<file path="src/rtl/lfsr_range.sv">
// lfsr_range: Fibonacci-style LFSR that, on request, steps until it produces
// a value inside [MIN, MAX]. It either returns that value or reports that the
// step budget ran out.
//
// Ports:
//   clk      - rising-edge clock
//   rst      - asynchronous, active-high reset
//   req      - request one in-range sample (sampled in IDLE only)
//   load     - load seed_in into the LFSR (sampled in IDLE only, wins over req)
//   seed_in  - seed for load; zero is replaced by SEED
//   data_out - last accepted in-range sample
//   valid    - one-cycle pulse, data_out was just updated
//   busy     - high while searching
//   err      - one-cycle pulse, budget exhausted without a sample
//   lockup   - one-cycle pulse, all-zero state found and reseeded
module lfsr_range #(
    parameter int unsigned      WIDTH     = 14,
    parameter logic [WIDTH-1:0] TAPS      = WIDTH'(14'h2221),
    parameter logic [WIDTH-1:0] SEED      = WIDTH'(1),
    parameter logic [WIDTH-1:0] MIN       = WIDTH'(250),
    parameter logic [WIDTH-1:0] MAX       = WIDTH'(16000),
    parameter int unsigned      MAX_TRIES = 1024
) (
    input  logic             clk,
    input  logic             rst,
    input  logic             req,
    input  logic             load,
    input  logic [WIDTH-1:0] seed_in,
    output logic [WIDTH-1:0] data_out,
    output logic             valid,
    output logic             busy,
    output logic             err,
    output logic             lockup
);

    localparam int unsigned      CNT_W     = $clog2(MAX_TRIES + 1);
    localparam logic [CNT_W-1:0] TRIES_LIM = CNT_W'(MAX_TRIES);

    typedef enum logic {
        IDLE   = 1'b0,
        SEARCH = 1'b1
    } state_t;

    state_t             state_q, state_d;
    logic [WIDTH-1:0]   sreg_q, sreg_d;
    logic [CNT_W-1:0]   tries_q, tries_d;
    logic [WIDTH-1:0]   data_q, data_d;
    logic               valid_q, valid_d;
    logic               err_q, err_d;
    logic               lockup_q, lockup_d;

    logic [WIDTH-1:0]   step_c;
    logic               in_range_c;
    logic [CNT_W-1:0]   tries_inc_c;
    logic               budget_done_c;

    // Next LFSR value and its acceptance test
    assign step_c        = {sreg_q[WIDTH-2:0], ^(sreg_q & TAPS)};
    assign in_range_c    = (step_c >= MIN) && (step_c <= MAX);
    assign tries_inc_c   = tries_q + CNT_W'(1);
    assign budget_done_c = (tries_inc_c == TRIES_LIM);

    // State register
    always_ff @(posedge clk or posedge rst) begin
        if (rst) begin
            state_q  <= IDLE;
            sreg_q   <= SEED;
            tries_q  <= '0;
            data_q   <= '0;
            valid_q  <= 1'b0;
            err_q    <= 1'b0;
            lockup_q <= 1'b0;
        end else begin
            state_q  <= state_d;
            sreg_q   <= sreg_d;
            tries_q  <= tries_d;
            data_q   <= data_d;
            valid_q  <= valid_d;
            err_q    <= err_d;
            lockup_q <= lockup_d;
        end
    end

    // Next-state and output logic
    always_comb begin
        state_d  = state_q;
        sreg_d   = sreg_q;
        tries_d  = tries_q;
        data_d   = data_q;
        valid_d  = 1'b0;
        err_d    = 1'b0;
        lockup_d = 1'b0;

        case (state_q)
            IDLE: begin
                if (load) begin
                    sreg_d = (seed_in == '0) ? SEED : seed_in;
                end else if (req) begin
                    tries_d = '0;
                    state_d = SEARCH;
                end
            end
            SEARCH: begin
                tries_d = tries_inc_c;
                if (sreg_q == '0) begin
                    // All-zero is a dead state for an XOR LFSR: reseed, still costs a try
                    sreg_d   = SEED;
                    lockup_d = 1'b1;
                    if (budget_done_c) begin
                        err_d   = 1'b1;
                        state_d = IDLE;
                    end
                end else begin
                    sreg_d = step_c;
                    if (in_range_c) begin
                        data_d  = step_c;
                        valid_d = 1'b1;
                        state_d = IDLE;
                    end else if (budget_done_c) begin
                        err_d   = 1'b1;
                        state_d = IDLE;
                    end
                end
            end
            default: state_d = IDLE;
        endcase
    end

    assign data_out = data_q;
    assign valid    = valid_q;
    assign err      = err_q;
    assign lockup   = lockup_q;
    assign busy     = (state_q == SEARCH);

endmodule

</file>
<file path="config.mk">
export PLATFORM = sky130hd
export DESIGN_NAME = lfsr_range
export DESIGN_NICKNAME = d
export VERILOG_FILES = /design/src/rtl/lfsr_range.sv
export SDC_FILE = /design/constraint.sdc
export NUM_CORES = 1
export LEC_CHECK = 0
export BUFFER_PORTS_ARGS = -buffer_cell sky130_fd_sc_hd__buf_4
export CORE_UTILIZATION = 33
export DETAILED_ROUTE_END_ITERATION = 8
export PLACE_DENSITY = 0.58
export SLEW_MARGIN = 15
export SYNTH_ARGS = -nofsm -noshare
export SYNTH_HDL_FRONTEND = slang
export SYNTH_SLANG_ARGS = --single-unit
</file>
<file path="constraint.sdc">
create_clock -name clk -period 6.8 [get_ports clk]
set_input_delay 1.02 -clock clk [delete_from_list [all_inputs] [get_ports clk]]
set_output_delay 1.02 -clock clk [all_outputs]
set_load 0.02 [all_outputs]
</file>
==> impl_metrics.toml, run 1 <==
[status]
status = "finished clean"

[critical_path]
path_max_fanout = 16
end_kind = "flop"
startpoint_type = "flop"
regToRegEndpoint = "data_out[2]"
arrival_ns = 2.81
rrSetupSlack_ns = 4.17
cp_data_required_time_ns = 6.98
rr_startpoint = "sreg_q[0]"
crit_slowest_cell = "nor3b_4"
critPathKind = "reg2reg"
reg2reg_depth = 5
crit_chain = "xor2_1, xnor2_1, o31a_2, nor3b_4, mux2_2"
max_stage_delay_ns = 0.83

[global_routing]
grt_pass1_wl_um = 8040
grtUsageMet3_pct = 3.98
antenna_found_initial = 0
grtUsageMet1_pct = 21.9
grtUsageTotal_pct = 14.8
first_global_vias = 1547
gr-total-overflow = 0
use_met2_pct = 20.5
grt_busiest_layer = "met1"
grt_max_degree = 44

[sta]
tightest_slew_ns = 0.987
fin_tns_setup_ns = 0
hold_viol_final = 0
final-max-slew-violation-count = 0
slew_headroom_pct = 34.1
rsz0062_at_grt = "no"
timing.final.crit_period_ns = 2.63
setup_violations = 0
period_share_pct = 38.6
clock_skew_ns = 0.00994
worst_slack_ns = 4.17
max_freq_mhz = 381

[cts]
cts_tree = "built"
cts_sinks = 43
cts_resized = 0
cts_hold_buf = 0
htree_levels = 2
post_cts_buffers = 0
clkSlewWorstSetupHoldPaths_ns = 0.08
cts_buffers = 5
clock_latency_ns = 0.30
cts_root_buf = "clkbuf_8"
clockBufferDepth = 2

[hold_path]
hold_path.class = "reg2reg"
holdPathEnd = "data_out[3]"
whs_path_depth = 1
min_from = "data_out[3]"

[logic_synthesis]
yosysSeqAreaShare_pct = 49.8
synthTopCellsByArea = "dfrtp_1 49%, mux2_4 4.9%, mux2i_1 4.6%"
syn_inst = 202
synth-seq-cells = 43
synth_enable_flop_cells = 0
synthesis.nets = 222
ys.flop_type = "dfrtp_1"
yosys.area.top_type = "dfrtp_1"
synthDistinctLibCells = 37
synth_commonest_cells = "42 x dfrtp_1, 23 x nand2_1, 19 x o21ai_0"
syn_area_mm2 = 0.00216
synthArstFlopShare_pct = 100
yosys.area.top_type_share_pct = 48.6
ys_warn_count = 0
avgSynthCellArea_um2 = 10.7
yosysMostFrequentCell = "dfrtp_1"

[final_layout]
areaGrowthSynthToFinish_pct = 19.3
drive_gt1_share_pct = 26.5
nets = 257
antenna_cells = 0

[power]
p_per_area_mw_per_mm2 = 423
p_leak_nw = 1.17
ir_drop_v = 0.000219

[detailed_routing]
num_vias = 1605
wl_per_cell_um = 15.0
drc_errors = 0
drt_pass1_iterations = 4
viasPerCell = 5.10
wl_um = 4710
drt_iter0_markers = 44
antenna_violating_nets_post_route = 0

[die]
fp.dieArea_mm2 = 0.00689
io-pin-count = 36
rows = 29
fp.coreArea_mm2 = 0.00635
die_y_um = 83.0
die-width_um = 83.0
initial_core_util_pct = 34.1

[placed_design]
gp_congestion = 0.772
port_buffers = 35
dp_hpwl_um = 3260
place_ws_ns = 4.16

[job]
cap_violations = 0
==> logic make-up after synthesis <==
group / count (synthesis) / synth area share [%]
XOR/XNOR: 11 / 4.45
buffers and inverters: 17 / 3.47
AND/OR/NAND/NOR: 61 / 14.0
multiplexers: 25 / 13.6
AO/OA/AOI/OAI: 43 / 13.5
flip-flops: 43 / 49.8
adder cells (fa/ha/maj): 2 / 1.16
==> flip-flops by register name (all words and copies together), names as in the netlist <==
name and flops:
busy 1, data_out 14, err 1, lockup 1, sreg_q 14, tries_q 11
valid 1
==> placed cells by master, fill, tap and decap left out, types with 2 or more instances in the layout <==
master / instances
or3_1: 4
mux2_4: 7
nor3_1: 3
xor2_1: 3
clkbuf_8: 5
o21ai_0: 19
mux2i_1: 10
nand2_1: 23
nand3_1: 7
xnor2_1: 8
dfrtp_1: 42
mux2_2: 8
o2111a_1: 2
inv_1: 7
nor2_1: 8
buf_4: 37
a22o_1: 8
nor2b_1: 2
a22oi_1: 2
o41ai_1: 2
o22ai_1: 2
ha_1: 2
nor4_1: 9
a21oi_1: 2
clkinvlp_4: 2
==> worst max-delay path by stage <==
stage / from / to / slack, ns / cells after the start
after floorplan: load / sreg_q[3] / 4.67 / 3
after global placement: sreg_q[0] / data_out[3] / 4.23 / 5
after detailed placement: sreg_q[0] / data_out[2] / 4.16 / 5
after CTS: sreg_q[0] / data_out[2] / 4.15 / 5
after global routing: sreg_q[0] / data_out[2] / 4.03 / 5
final: sreg_q[0] / data_out[2] / 4.17 / 5
==> worst max-delay path: cells and delay by family (launching register included) <==
family | cells | cell delay, ns
and+or+nand+nor | 1 | 0.83
DFF | 1 | 0.58
muxes | 1 | 0.42
AOI/OAI and AO/OA | 1 | 0.37
xor gates and xnor gates | 2 | 0.31
==> final cells by class <==
class	instances	area, um2
Fill cell	613	3770
Timing Repair Buffer	37	278
Multi-Input combinational cell	142	1010
Clock inverter	3	20.0
Tap cell	77	96.3
Clock buffer	5	68.8
Inverter	8	30.0
Sequential cell	43	1080
==> through the flow <==
stage          power, mW  utilization [%]  cells  cell area [um2]  hold slack [ns]
6_report            1.09             40.7    315             2580            0.513
3_3_place_gp       0.930             39.3    307             2490            0.494
2_1_floorplan      0.783                -    202             2160            0.470
3_5_place_dp       0.937             39.3    307             2490            0.499
4_1_cts             1.10             40.7    315             2580            0.518
5_1_grt             1.17             40.7    315             2580            0.539
==> power by group <==
group          total, mW  switching, mW  internal [mW]
Clock              0.163         0.0910         0.0715
Sequential         0.464          0.106          0.358
Combinational      0.466          0.238          0.228
Total               1.09          0.435          0.658
==> per-layer routing <==
layer,vias up,share of wire (%),wire length [um]
met4,0,1.2,55
met5,-,0,0
met3,6,4.1,192
li1,804,-,-
met2,33,42,1990
met1,762,53,2480
Power figures use the tool's default switching activity.
==> run 2: changes to the inputs <==
--- a/config.mk
+++ b/config.mk
@@ -5,10 +5,11 @@
 export SDC_FILE = /design/constraint.sdc
 export NUM_CORES = 1
 export LEC_CHECK = 0
+export ABC_AREA = 1
 export BUFFER_PORTS_ARGS = -buffer_cell sky130_fd_sc_hd__buf_4
 export CORE_UTILIZATION = 33
 export DETAILED_ROUTE_END_ITERATION = 8
-export PLACE_DENSITY = 0.58
+export PLACE_DENSITY = 0.59
 export SLEW_MARGIN = 15
 export SYNTH_ARGS = -nofsm -noshare
 export SYNTH_HDL_FRONTEND = slang
==> constraint.sdc (replaced) <==
create_clock -name clk -period 2.29 [get_ports clk]
set_input_delay 0.3435 -clock clk [delete_from_list [all_inputs] [get_ports clk]]
set_output_delay 0.3435 -clock clk [all_outputs]
set_load 0.02 [all_outputs]
==> run 2 against run 1 <==
  * Synthesized cell count grew 57%
  * Core utilization shrank 0.11 points
  * First-iteration DRC count grew to 2.8 times the previous value
  * Total power grew to 3.1 times the previous value
  * Clock-buffer cell count is the same
  * Cell area grew 7.9%
  * Via count grew 32%
  * Largest power group unchanged
  * Highest routed layer unchanged
==> impl_metrics.toml, run 2 <==
[status]
status = "finished clean"

[cts]
cts_sinks = 43
clkSlewWorstSetupHoldPaths_ns = 0.09
cts_hold_buf = 0
cts_resized = 0
htree_levels = 2
post_cts_buffers = 0
cts_tree = "built"
cts_root_buf = "clkbuf_8"
clock_latency_ns = 0.30
clockBufferDepth = 2
cts_buffers = 5

[final_layout]
fin_cells = 450
final_common_cell = "nand2_1"
layout_common_cells = "105 x nand2_1, 42 x dfrtp_1, 40 x inv_1, 40 x buf_4, 31 x nor2_1"
areaGrowthSynthToFinish_pct = 17.6
antenna_cells = 0
nets = 373
fillers = 721
drive_gt1_share_pct = 16.4

[placed_design]
dp_hpwl_um = 3990
gp_congestion = 0.810
dpl.cell_count = 442
port_buffers = 35

[global_routing]
grtUsageMet1_pct = 22.5
grt_pass1_wl_um = 9290
grtUsageTotal_pct = 15.9
grt_max_degree = 44
grt_busiest_layer = "met2"
gr-total-overflow = 0
first_global_vias = 2005
antenna_found_initial = 0
grtUsageMet3_pct = 3.43
use_met2_pct = 24.0

[critical_path]
crit_slowest_cell = "dfstp_2"
max_stage_delay_ns = 0.58
end_kind = "flop"
startpoint_type = "flop"
crit_family = "simple AND/OR/NAND/NOR gates"
rrSetupSlack_ns = 0.63
critPathBufInv = 2
crit_chain = "inv_2, nand2_1, nand2_1, nand2_1, inv_1, nor2_4, nand2_2, nand2_4, nand3_4, nand2_1, nor2_1"
cpMostUsedCell = "nand2_1"
critPathKind = "reg2reg"
path_max_fanout = 16
reg2reg_depth = 11
cp_data_required_time_ns = 2.49
rr_startpoint = "sreg_q[0]"
regToRegEndpoint = "busy"
arrival_ns = 1.86

[sta]
final-max-slew-violation-count = 0
hold_viol_final = 0
slew_headroom_pct = 63.1
max_freq_mhz = 603
fin_tns_setup_ns = 0
rsz0062_at_grt = "no"
clock_skew_ns = 0.0107
setup_violations = 0
tightest_slew_ns = 0.554
period_share_pct = 72.4
timing.final.crit_period_ns = 1.66

[die]
die_y_um = 86.7
fp.coreArea_mm2 = 0.00687
io-pin-count = 36
die-width_um = 86.7
rows = 30
initial_core_util_pct = 34.5
fp.dieArea_mm2 = 0.00752

[logic_synthesis]
synth-seq-cells = 43
synth_top_family_by_area = "simple AND/OR/NAND/NOR gates"
yosys.area.top_type_share_pct = 44.4
avgSynthCellArea_um2 = 7.48
yosysSeqAreaShare_pct = 45.5
synthDistinctLibCells = 25
synth_commonest_cells = "105 x nand2_1, 42 x dfrtp_1, 40 x inv_1"
synth-compound-area-share_pct = 9.87
ys.flop_type = "dfrtp_1"
yosys.area.top_type = "dfrtp_1"
synthArstFlopShare_pct = 100
syn_area_mm2 = 0.00237
synth-simple-area-share_pct = 32.9
yosys.area_share.adder_pct = 1.06
ys_warn_count = 0
synthTopCellsByArea = "dfrtp_1 44%, nand2_1 17%, inv_1 6.3%"
synth_enable_flop_cells = 0
synthesis.nets = 337
syn_inst = 317
yosys-mux-area-fraction_pct = 0
synth-xor-area-share_pct = 0
yosysMostFrequentCell = "nand2_1"

[detailed_routing]
viasPerCell = 4.71
drt_iter0_markers = 121
antenna_violating_nets_post_route = 0
wl_per_cell_um = 11.9
drt_pass1_iterations = 4
wl_um = 5370
drc_errors = 0
num_vias = 2119

[hold_path]
hold_path.class = "in2async"

[power]
p_leak_nw = 1.43
p_per_area_mw_per_mm2 = 1200
ir_drop_v = 0.000369

[job]
cap_violations = 0
-- run 2: cells by family after synthesis --
kind of cell | count (synthesis)
AO/OA/AOI/OAI | 38
flip-flops | 43
buffers and inverters | 54
adder cells (fa/ha/maj) | 2
AND/OR/NAND/NOR | 180
-- run 2: worst max-delay path by stage --
| stage | start | to | slack, ns | depth (start not counted) |
|---|---|---|---|---|
| after global placement | sreg_q[0] | data_out[11] | 0.63 | 11 |
| after floorplan | sreg_q[0] | data_out[7] | 0.80 | 8 |
| after CTS | sreg_q[0] | data_out[8] | 0.62 | 11 |
| final | sreg_q[0] | busy | 0.63 | 11 |
| after global routing | sreg_q[0] | data_out[8] | 0.38 | 11 |
| after detailed placement | sreg_q[0] | data_out[8] | 0.63 | 11 |
-- run 2: layer usage --
metal / vias up / part of all wire, %
met5: - / 0
met4: 0 / 1.1
met3: 4 / 4.3
met2: 52 / 43
met1: 964 / 52
li1: 1099 / -
-- run 2: power by group --
group          internal [mW]  switching [mW]
sequential              1.06           0.278
clock                  0.212           0.277
combinational          0.572           0.938
total                   1.85            1.49
-- run 2: layout make-up --
class	instances	area [um2]	area share (%)
multi-input combinational	220	1040	37.3
clock buffer	5	68.8	2.47
timing repair buffer	40	300	10.8
clock inverter	3	20.0	0.718
tap	96	120	4.31
inverter	43	161	5.79
sequential	43	1080	38.7
-- run 2: tightest hold or removal path: cells and delay by family --
family                 cells  cell delay (ns)
buffers and inverters      3             0.60
-- run 2: through the flow --
step / hold WS (ns) / utilization [%] / instance area (um2) / total power [mW] / setup WS [ns]
2_1_floorplan: 0.470 / - / 2370 / 2.42 / 0.804
3_3_place_gp: 0.456 / 39.3 / 2700 / 2.86 / 0.634
3_5_place_dp: 0.461 / 39.3 / 2700 / 2.88 / 0.632
4_1_cts: 0.195 / 40.6 / 2790 / 3.38 / 0.616
5_1_grt: 0.234 / 40.6 / 2790 / 3.67 / 0.376
6_report: 0.179 / 40.6 / 2790 / 3.34 / 0.631
==> run 3: changes to the inputs <==
==> constraint.sdc (replaced) <==
create_clock -name clk -period 1.46 [get_ports clk]
set_input_delay 0.219 -clock clk [delete_from_list [all_inputs] [get_ports clk]]
set_output_delay 0.219 -clock clk [all_outputs]
set_load 0.02 [all_outputs]
==> run 3 against run 2 <==
  * The flow now finishes with violations (negative setup slack)
  * Clock power increased by 97%
  * Routed wire length increased by 6.8%
  * Flip-flop and latch count did not move
  * Critical path depth is the same
  * Sequential power rose by 51%
  * Largest cell class is now multi-input combinational cells
  * Die area unchanged
  * Final cell count is 7.1% higher
  * Total power rose by 85%
==> impl_metrics.toml, run 3 (synthesized netlist as in run 2, its figures left out) <==
[critical_path]
critPathKind = "reg2reg"
arrival_ns = 1.70
cp_data_required_time_ns = 1.65
startpoint_type = "flop"
path_max_fanout = 8
end_kind = "flop"

[sta]
timing.final.crit_period_ns = 1.51
setup_violations = 16
tightest_slew_ns = 0.405
worst_slack_ns = -0.0511
period_share_pct = 104
fin_tns_setup_ns = -0.439
max_freq_mhz = 662
final-max-slew-violation-count = 0
slew_headroom_pct = 72.9
clock_skew_ns = 0.00452
hold_viol_final = 0
rsz0062_at_grt = "yes"

[cts]
cts_sinks = 43
clkSlewWorstSetupHoldPaths_ns = 0.08
cts_tree = "built"
htree_levels = 2
clockBufferDepth = 2
clock_latency_ns = 0.29
cts_root_buf = "clkbuf_8"
cts_buffers = 5

[detailed_routing]
drt_pass1_iterations = 4
drc_errors = 0
drt_iter0_markers = 73
num_vias = 2216
viasPerCell = 4.60
wl_um = 5740
antenna_violating_nets_post_route = 0
wl_per_cell_um = 11.9

[final_layout]
areaGrowthSynthToFinish_pct = 34.6
utilization_pct = 46.4
fillers = 698
nets = 405
layout_common_cells = "90 x nand2_1, 67 x buf_4, 41 x dfrtp_1, 38 x inv_1, 26 x nor2_1"
drive_gt1_share_pct = 30.3
antenna_cells = 0
final_common_cell = "nand2_1"

[global_routing]
grt_max_degree = 44
grt_pass1_wl_um = 9820
grt_busiest_layer = "met2"
antenna_found_initial = 0
use_met2_pct = 27.1
gr-total-overflow = 0
grtUsageTotal_pct = 16.7
grtUsageMet3_pct = 3.14
grtUsageMet1_pct = 22.8
first_global_vias = 2154

[status]
status = "finished with violations"
violations = "negative setup slack"

[placed_design]
gp_congestion = 0.866
port_buffers = 35
dp_hpwl_um = 4270

[power]
switchingPower_mw = 2.60
p_per_area_mw_per_mm2 = 1940
seqPwrFrac_pct = 32.8
p_clk_share_pct = 15.6
ir_drop_v = 0.000653
p_int_mw = 3.59
p_sw_share_pct = 42.0
p_leak_nw = 1.63
combPwrFrac_pct = 51.6

[die]
die_y_um = 86.7
io-pin-count = 36
fp.coreArea_mm2 = 0.00687
die-width_um = 86.7
fp.dieArea_mm2 = 0.00752
initial_core_util_pct = 34.5
rows = 30

[hold_path]
hold_path.class = "in2reg"

[job]
cap_violations = 0
run 3: cell type report:
class	count	area [um2]	share of cell area (%)
Clock buffer	6	82.6	2.59
Clock inverter	2	35.0	1.10
Inverter	43	161	5.06
Multi-Input combinational cell	221	1160	36.3
Sequential cell	43	1080	33.8
Tap cell	96	120	3.76
Timing Repair Buffer	71	556	17.4
run 3: repair_timing:
| action | CTS | global route |
|---|---|---|
| hold buffers | 1 | 0 |
| setup endpoints to repair | 16 | 19 |
| gates cloned | 1 | 0 |
| pin swaps | 2 | 5 |
| buffers inserted | 1 | 1 |
| resized for setup | 10 | 24 |
| hold endpoints to repair | 23 | 0 |
run 3: path summary, 6_finish.rpt:
path	cells after the start	startpoint	slack, ns	endpoint
hold / removal	3	seed_in[9]	0.15	sreg_q[9]
setup reg to reg	11	sreg_q[0]	-0.05	data_out[3]
max in group asynchronous	4	rst	0.65	sreg_q[0]
setup / recovery	11	sreg_q[0]	-0.05	data_out[3]
min in group asynchronous	4	rst	0.54	valid
hold reg to reg	2	data_out[2]	0.48	data_out[2]
run 3: power by group through the flow:
stage	Sequential [mW]	Combinational [mW]	Clock, mW
2_1_floorplan	2.27	1.55	0
3_3_place_gp	2.02	2.94	0
3_5_place_dp	2.02	2.97	0
4_1_cts	2.00	3.08	0.991
5_1_grt	2.08	3.57	1.03
6_report	2.03	3.20	0.965
run 3: per-stage QoR:
| step | std cells | power [mW] | setup slack [ns] | instance area [um2] | hold slack [ns] |
|---|---|---|---|---|---|
| after detailed placement | 470 | 4.99 | -0.0496 | 2930 | 0.310 |
| after global placement | 470 | 4.96 | -0.0202 | 2930 | 0.313 |
| after floorplan | 317 | 3.82 | -0.0107 | 2380 | 0.346 |
| after global routing | 482 | 6.68 | -0.145 | 3190 | 0.164 |
| after CTS | 481 | 6.07 | -0.0374 | 3120 | 0.148 |
| final | 482 | 6.19 | -0.0511 | 3190 | 0.145 |
run 3: critical path, cell delays in order, from the launching register on:
cell and delay, ns:
dfstp_2 0.56, inv_2 0.05, nand2_2 0.05, nand2_2 0.07
nand2_2 0.06, inv_2 0.04, nor2_4 0.08, nand2_2 0.06
nand2_4 0.11, nand3_4 0.15, nand2_1 0.11, nand2_1 0.05
run 3: metal layers:
metal | part of all wire [%] | vias to the layer above | routed length [um]
li1 | - | 1166 | -
met1 | 51 | 1007 | 2930
met2 | 45 | 38 | 2610
met3 | 2.6 | 5 | 147
met4 | 0.92 | 0 | 53
met5 | 0 | - | 0
